### src/rtl/tdm_demux4_pkg.sv
// Shared definitions for the 4-slot TDM demultiplexer: slot geometry, link
// state encoding and the per-sample action decode used by the top.
package tdm_demux4_pkg;

  localparam int unsigned NSLOT  = 4;
  localparam int unsigned SLOT_W = 2;

  typedef logic [SLOT_W-1:0] slot_t;

  localparam slot_t SLOT_FIRST = '0;
  localparam slot_t SLOT_LAST  = slot_t'(NSLOT - 1);

  typedef enum logic {
    HUNT = 1'b0,
    SYNC = 1'b1
  } state_e;

  typedef enum logic [1:0] {
    ACT_IDLE,
    ACT_START,
    ACT_STORE,
    ACT_LOSE
  } act_e;

  typedef struct packed {
    act_e kind;
    logic err;
  } slot_act_t;

  // Decide what one input cycle does to the frame under construction.
  // A marker at slot 0 while locked is an ordinary frame start.
  function automatic slot_act_t slot_action(
    input state_e st,
    input logic   en,
    input logic   frame,
    input slot_t  sel
  );
    slot_act_t a;
    a.kind = ACT_IDLE;
    a.err  = 1'b0;
    if (en) begin
      if (st == HUNT) begin
        if (frame) a.kind = ACT_START;
      end else if (frame) begin
        a.kind = ACT_START;
        a.err  = (sel != SLOT_FIRST);
      end else if (sel == SLOT_FIRST) begin
        a.kind = ACT_LOSE;
        a.err  = 1'b1;
      end else begin
        a.kind = ACT_STORE;
      end
    end
    return a;
  endfunction

endpackage

### src/rtl/tdm_demux4_slot_ctr.sv
// Modulo-4 slot counter: clear beats load-to-1, which beats increment.
// wrap_o flags an increment out of the last slot.
module tdm_slot_ctr
  import tdm_demux4_pkg::*;
(
  input  logic  clk,
  input  logic  rst_n,
  input  logic  inc_i,
  input  logic  load1_i,
  input  logic  clr_i,
  output slot_t cnt_o,
  output logic  wrap_o
);

  slot_t cnt_q;
  slot_t cnt_d;

  always_comb begin
    cnt_d = cnt_q;
    if (clr_i) begin
      cnt_d = '0;
    end else if (load1_i) begin
      cnt_d = slot_t'(1);
    end else if (inc_i) begin
      cnt_d = cnt_q + slot_t'(1);
    end
  end

  always_ff @(posedge clk or negedge rst_n) begin
    if (!rst_n) begin
      cnt_q <= '0;
    end else begin
      cnt_q <= cnt_d;
    end
  end

  assign cnt_o  = cnt_q;
  assign wrap_o = inc_i && !load1_i && !clr_i && (cnt_q == SLOT_LAST);

endmodule

### src/rtl/tdm_demux4.sv
// Receive end of the 4:1 TDM link: hunts for the frame marker, steers slots
// into shadow registers and publishes each complete frame with a valid pulse.
module tdm_demux4
  import tdm_demux4_pkg::*;
#(
  parameter int unsigned W = 1
) (
  input  logic         clk,
  input  logic         rst_n,
  input  logic         en,
  input  logic [W-1:0] din,
  input  logic         frame,
  output logic [W-1:0] y0,
  output logic [W-1:0] y1,
  output logic [W-1:0] y2,
  output logic [W-1:0] y3,
  output logic [1:0]   sel,
  output logic         valid,
  output logic         locked,
  output logic         sync_err
);

  state_e    state_q, state_d;
  slot_act_t act;
  slot_t     cnt;
  logic      wrap;
  logic      ctr_inc, ctr_load1, ctr_clr;

  logic [W-1:0] sh0_q, sh0_d;
  logic [W-1:0] sh1_q, sh1_d;
  logic [W-1:0] sh2_q, sh2_d;
  logic [W-1:0] last_q, last_d;
  logic         load_q, load_d;
  logic         err_q, err_d;

  logic [W-1:0] y0_q, y0_d;
  logic [W-1:0] y1_q, y1_d;
  logic [W-1:0] y2_q, y2_d;
  logic [W-1:0] y3_q, y3_d;
  logic         valid_q, valid_d;
  logic         locked_q, locked_d;
  logic         sync_err_q, sync_err_d;

  tdm_slot_ctr u_slot_ctr (
    .clk     (clk),
    .rst_n   (rst_n),
    .inc_i   (ctr_inc),
    .load1_i (ctr_load1),
    .clr_i   (ctr_clr),
    .cnt_o   (cnt),
    .wrap_o  (wrap)
  );

  always_comb begin
    act        = slot_action(state_q, en, frame, cnt);
    state_d    = state_q;
    ctr_inc    = 1'b0;
    ctr_load1  = 1'b0;
    ctr_clr    = 1'b0;
    sh0_d      = sh0_q;
    sh1_d      = sh1_q;
    sh2_d      = sh2_q;
    last_d     = last_q;
    load_d     = 1'b0;
    err_d      = act.err;

    // Output bank runs one cycle behind acceptance, so a new frame's slot 0
    // may overwrite sh0 on the same edge that publishes the old one.
    y0_d       = y0_q;
    y1_d       = y1_q;
    y2_d       = y2_q;
    y3_d       = y3_q;
    valid_d    = load_q;
    sync_err_d = err_q;
    if (load_q) begin
      y0_d = sh0_q;
      y1_d = sh1_q;
      y2_d = sh2_q;
      y3_d = last_q;
    end

    case (act.kind)
      ACT_START: begin
        sh0_d     = din;
        ctr_load1 = 1'b1;
        state_d   = SYNC;
      end
      ACT_STORE: begin
        ctr_inc = 1'b1;
        case (cnt)
          2'd1:    sh1_d = din;
          2'd2:    sh2_d = din;
          2'd3:    last_d = din;
          default: sh0_d = din;
        endcase
        load_d = wrap;
      end
      ACT_LOSE: begin
        ctr_clr = 1'b1;
        state_d = HUNT;
      end
      default: begin
        ctr_clr = (state_q == HUNT);
      end
    endcase

    locked_d = (state_d == SYNC);
  end

  always_ff @(posedge clk or negedge rst_n) begin
    if (!rst_n) begin
      state_q    <= HUNT;
      sh0_q      <= '0;
      sh1_q      <= '0;
      sh2_q      <= '0;
      last_q     <= '0;
      load_q     <= 1'b0;
      err_q      <= 1'b0;
      y0_q       <= '0;
      y1_q       <= '0;
      y2_q       <= '0;
      y3_q       <= '0;
      valid_q    <= 1'b0;
      locked_q   <= 1'b0;
      sync_err_q <= 1'b0;
    end else begin
      state_q    <= state_d;
      sh0_q      <= sh0_d;
      sh1_q      <= sh1_d;
      sh2_q      <= sh2_d;
      last_q     <= last_d;
      load_q     <= load_d;
      err_q      <= err_d;
      y0_q       <= y0_d;
      y1_q       <= y1_d;
      y2_q       <= y2_d;
      y3_q       <= y3_d;
      valid_q    <= valid_d;
      locked_q   <= locked_d;
      sync_err_q <= sync_err_d;
    end
  end

  assign y0       = y0_q;
  assign y1       = y1_q;
  assign y2       = y2_q;
  assign y3       = y3_q;
  assign sel      = cnt;
  assign valid    = valid_q;
  assign locked   = locked_q;
  assign sync_err = sync_err_q;

endmodule

### config.mk
export PLATFORM = sky130hd
export DESIGN_NAME = tdm_demux4
export DESIGN_NICKNAME = d
export VERILOG_FILES = /design/src/rtl/tdm_demux4_pkg.sv /design/src/rtl/tdm_demux4_slot_ctr.sv /design/src/rtl/tdm_demux4.sv
export SDC_FILE = /design/constraint.sdc
export NUM_CORES = 1
export LEC_CHECK = 0
export BUFFER_PORTS_ARGS = -buffer_cell sky130_fd_sc_hd__buf_2
export CORE_ASPECT_RATIO = 1.2
export CORE_MARGIN = 2
export CORE_UTILIZATION = 35
export DETAILED_ROUTE_END_ITERATION = 7
export SYNTH_ARGS = -nofsm -noshare
export SYNTH_HDL_FRONTEND = slang
export SYNTH_HIERARCHICAL = 1
export SYNTH_SLANG_ARGS = --single-unit
### constraint.sdc
create_clock -name clk -period 2.5 [get_ports clk]
set_input_delay 0.125 -clock clk [delete_from_list [all_inputs] [get_ports clk]]
set_output_delay 0.125 -clock clk [all_outputs]
set_load 0.03 [all_outputs]
After elaboration in Yosys (flattened, before gate mapping)
Cells that the tools add are included.
- $add $sub $neg: 1
- eq/ne operators: 7
- multiplexer cells: 17
- bitwise gates (word level): 1
- reductions and logical operators: 16
- operators by type and width (cell ; number):
    $eq 2x2->1 const B ; 4
    $mux 1 ; 8
    $mux 2 ; 4
    $reduce_and 2->1 ; 4
    $mux 3 ; 2
    $pmux 1 s2 ; 3
    $reduce_bool 2->1 ; 3
    $eq 2x1->1 const B ; 2
    $logic_and 1x1->1 ; 3
    $reduce_bool 3->1 ; 1
    $reduce_or 3->1 ; 1
    $add 2x1->2 const B ; 1
    $logic_not 1->1 ; 2
    $logic_not 2->1 ; 1
    $ne 2x2->1 const B ; 1
    $reduce_or 2->1 ; 1
    $not 1->1 ; 1
- bits in registers: 15
- bits of input ports: 5
- output and inout port bits: 9
- logic and storage cells: 56

Logic depth before layout (Yosys ltp)
- word-level depth: 12
- gate-level depth with buffers: 7
- depth with buffers taken out: 7

Hierarchy
The synthesis kept the hierarchy.
- by module, submodules not included (module ; instances ; cells each ; area each (um^2) ; sequential area each (um^2)):
    tdm_demux4 ; 1 ; 37 ; 528.0 ; 325.3
    tdm_slot_ctr ; 1 ; 10 ; 103.8 ; 50.0

Worst setup path before layout
No wires, ideal clock.
- path type: reg-to-reg
- from: register u_slot_ctr.cnt_q[0] (netlist: u_slot_ctr/cnt_o[0])
- to: register sh2_q
- setup time: 127 ps
- data arrival time: 1780 ps
- data required time: 2373 ps
- setup slack: 593 ps
- cell stages (with the launch flop): 7
- buffers on the path: 1
- period minus slack after synthesis: 1907 ps
- path through: dfrtp_1 > or2_2 > ha_1 > and4b_1 > buf_4 > nand3b_1 > mux2_1
- word-level cells in the longest chain between the ends: 7
- elaborated cells on any way between the ends: 8
- classes of those cells: 2 x eq/ne; 4 x mux; 2 x reduce/logical
- ends and longest elaborated chain (element ; RTL line ; source):
    start, declared ; tdm_demux4_slot_ctr.sv:15 ; slot_t cnt_q;
    start signal, assigned ; tdm_demux4_slot_ctr.sv:33 ; cnt_q <= cnt_d;
    $logic_not 2->1 ; tdm_demux4_pkg.sv:47 ; end else if (sel == SLOT_FIRST) begin
    $mux 1 ; tdm_demux4_pkg.sv:47 ;
    $mux 3 ; tdm_demux4_pkg.sv:44 ; end else if (frame) begin
    $mux 2 ; tdm_demux4_pkg.sv:42 ; if (st == HUNT) begin
    $mux 3 ; tdm_demux4_pkg.sv:41 ; if (en) begin
    $eq 2x2->1 ; tdm_demux4.sv:82 ; case (act.kind)
    $reduce_and 2->1 (no line) * ; - ;
    end signal, assigned ; tdm_demux4.sv:115 ; sh2_q <= '0;
    end signal, assigned ; tdm_demux4.sv:130 ; sh2_q <= sh2_d;
    end, declared ; tdm_demux4.sv:31 ; logic [W-1:0] sh2_q, sh2_d;
Mark *: on every way between the ends. The rest lies on a longest branch, timed or not.
A chain may end at the register's enable or synchronous reset.

Worst setup path after layout
Same ends and word-level chain as after synthesis.

==> summary.md <==
| Metric | Value |
|---|---|
| Status | finished, final reports clean |
| Final Hold Viols | 0 |
| DR vias/cell | 4.878 |
| CTS tree | yes |
| Tcrit/Tclk final | 0.7370 |
| Total Power | 433.0 uW |
| Post-synthesis register bit count | 15 |
| Post-DP HPWL | 711.3 um |
| Critical path arrival | 2.01 ns |
| Clk buf depth | 2 |
| Worst Setup End Kind | flip-flop |
| RSZ-0062 raised after global routing | false |
| CTS Root Cell | clkbuf_4 |
| Max transition margin | 0.7888 |
| Area occupied by multi-input gates | 237.7 um^2 |
| Routed WL | 943 um |
| NumNets Final | 72 |
| Register Area | 375.4 um^2 |
| Max cap viols | 0 |
| Dpl cell area | 711.9 um^2 |
| Clock skew | 0.002333 ns |
| Setup CP Type | reg -> reg |
| Maximum vdd drop | 0.3120 mV |
| Fillers | 161 |
| Dominant cell type by area after synthesis | dfrtp_1 |
| Core ar. | 0.001662 mm^2 |
| Wirelength per Cell | 11.50 um |
| Initial DRT Pass Iterations | 4 |
| Final setup fails | 0 |
| Synth Flop Type | dfrtp_1 |
| Synth top cells by count | 15 x dfrtp_1, 5 x mux2_2, 3 x inv_1, 3 x mux2_1 |
| Via count | 400 |
| Placer Congestion | 0.6800 |
| Antenna violations before repair | 0 |
| Slew @ Worst Pin | 0.3168 ns |
| TNS Setup | 0 ns |
| # placed instances | 77 |
| Die area | 0.002163 mm^2 |
| CP required | 2.67 ns |
| Largest register FFs | 2 |
| Synth area leaders | dfrtp_1 59%, mux2_2 8.9%, mux2_1 5.3% |
| Fmax | 542.8 MHz |
| H-tree depth | 1 |
| Share of cells above drive strength 1 | 0.3438 |
| Finished Layout Cells | 82 |
| Num CTS Buffers | 3 |
| Clk sinks | 15 |
| Die Wd | 42.79 um |
| # diodes | 0 |
| Cell variety after synth | 21 |
| P_leak | 0.4095 nW |
| Pwr dens | 578.7 mW/mm^2 |
| Row count | 16 |
| Buffers on Ports | 13 |
| Top Ports | 14 |
| Vias in the first global route | 367 |
| Top-count cell post-synth | dfrtp_1 |
| Initial Util | 0.3803 |
| Post-synth net total | 54 |
| Worst-path fanout max | 8 |
| Largest net degree at the start of global routing | 16 |
| Clk_lat worst skew | 0.28 ns |
| Syn. warnings | 6 |
| Worst Hold Class | in -> reg |
| Post-synth EDFFs | 0 |
| P&R area growth vs syn | 18.42% |
| Synth Area per Inst | 13.44 um^2 |
| Starting DRT DRC Count | 4 |
| Post-synth top area share | 0.5941 |
| Total GRT Usage | 0.1068 |
| Startpoint class of the critical path | flip-flop |
| Final Cell Area | 748.2 um^2 |
| Grt ovf | 0 |
| Slew Viols, Final | 0 |
| Antenna-violating nets left | 0 |
| First-pass GRT wire length | 1669 um |
| Drt drc | 0 |
| CTS clk-pin slew, worst paths | 0.08 ns |
| DIE HEIGHT | 50.55 um |
| Ys async rst share | 1.000 |
| Synth Instances | 47 |
| Sequential element share of the synthesized area | 0.5941 |
| Post-layout min period | 1.842 ns |
| Post-Syn Area | 631.9 um^2 |
==> final timing paths <==
kind	start	endpoint	slack, ns	cells past startpoint
worst max-delay path	u_slot_ctr/cnt_o[0]$_DFFE_PN0P_	sh2_q$_DFFE_PN0P_	0.66	5
worst min-delay path	din	sh1_q$_DFFE_PN0P_	0.10	2
worst max register to register	u_slot_ctr/cnt_o[0]$_DFFE_PN0P_	sh2_q$_DFFE_PN0P_	0.66	5
worst min register to register	err_q$_DFF_PN0_	sync_err$_DFF_PN0_	0.35	0
max in group asynchronous	rst_n	y3$_DFFE_PN0P_	2.00	2
min in group asynchronous	rst_n	y1$_DFFE_PN0P_	0.26	2
==> per-layer routing <==
metal  part of all wire  global-route usage
met5                  0                   0
met4              0.030             0.09375
met3              0.080             0.02518
met2               0.41              0.1364
met1               0.48              0.1461
==> repair_timing <==
| action | CTS | global route |
|---|---|---|
| buffers inserted | 0 | 0 |
| gates resized for setup | 0 | 0 |
| hold endpoints to repair | 15 | 0 |
| hold buffers | 1 | 0 |
==> critical path, stage by stage, from the launching register on <==
cell,delay (ns)
dfrtp_1,0.47
or2_2,0.32
ha_1,0.20
and4b_1,0.28
nand3b_1,0.14
mux2_1,0.32
==> cells by family after synthesis <==
kind of cell	synth area share
xor gates and xnor gates	0.01386
buffers and inverters	0.02971
DFF	0.5941
adders and majority gates	0.03960
muxes	0.1584
and+or+nand+nor	0.1366
AOI/OAI and AO/OA	0.02771
==> cell usage in the layout, fill, tap and decap left out, drive strengths merged, types with 2 or more instances in the layout <==
master   n
and2     2
buf     13
clkbuf   4
dfrtp   15
ha       2
inv      3
mux2     8
nand3b   2
nor3     2
==> per-stage QoR <==
stage / setup slack, ns / hold slack (ns) / utilization
global placement: 0.7157 / 0.04736 / 0.4285
floorplan: 0.5929 / -0.1706 / -
finish: 0.6576 / 0.1003 / 0.4503
global route: 0.5617 / 0.09413 / 0.4503
detailed placement: 0.6613 / 0.04364 / 0.4285
CTS: 0.6479 / 0.09954 / 0.4503
==> power by group <==
group          leakage (nW)  switching [mW]  total [mW]  internal, mW
Clock                0.0150          0.0724       0.134        0.0620
Sequential            0.204         0.00670       0.257         0.251
Combinational         0.191          0.0242      0.0412        0.0169
==> final cells by class <==
type | count | share of cell area
inverters | 3 | 0.01505
clock buffers | 4 | 0.03512
multi-input cells | 28 | 0.3177
repair buffers | 14 | 0.1003
well taps | 18 | 0.03010
flip-flops and latches | 15 | 0.5017
No activity file was read; power rests on OpenSTA's default activity.
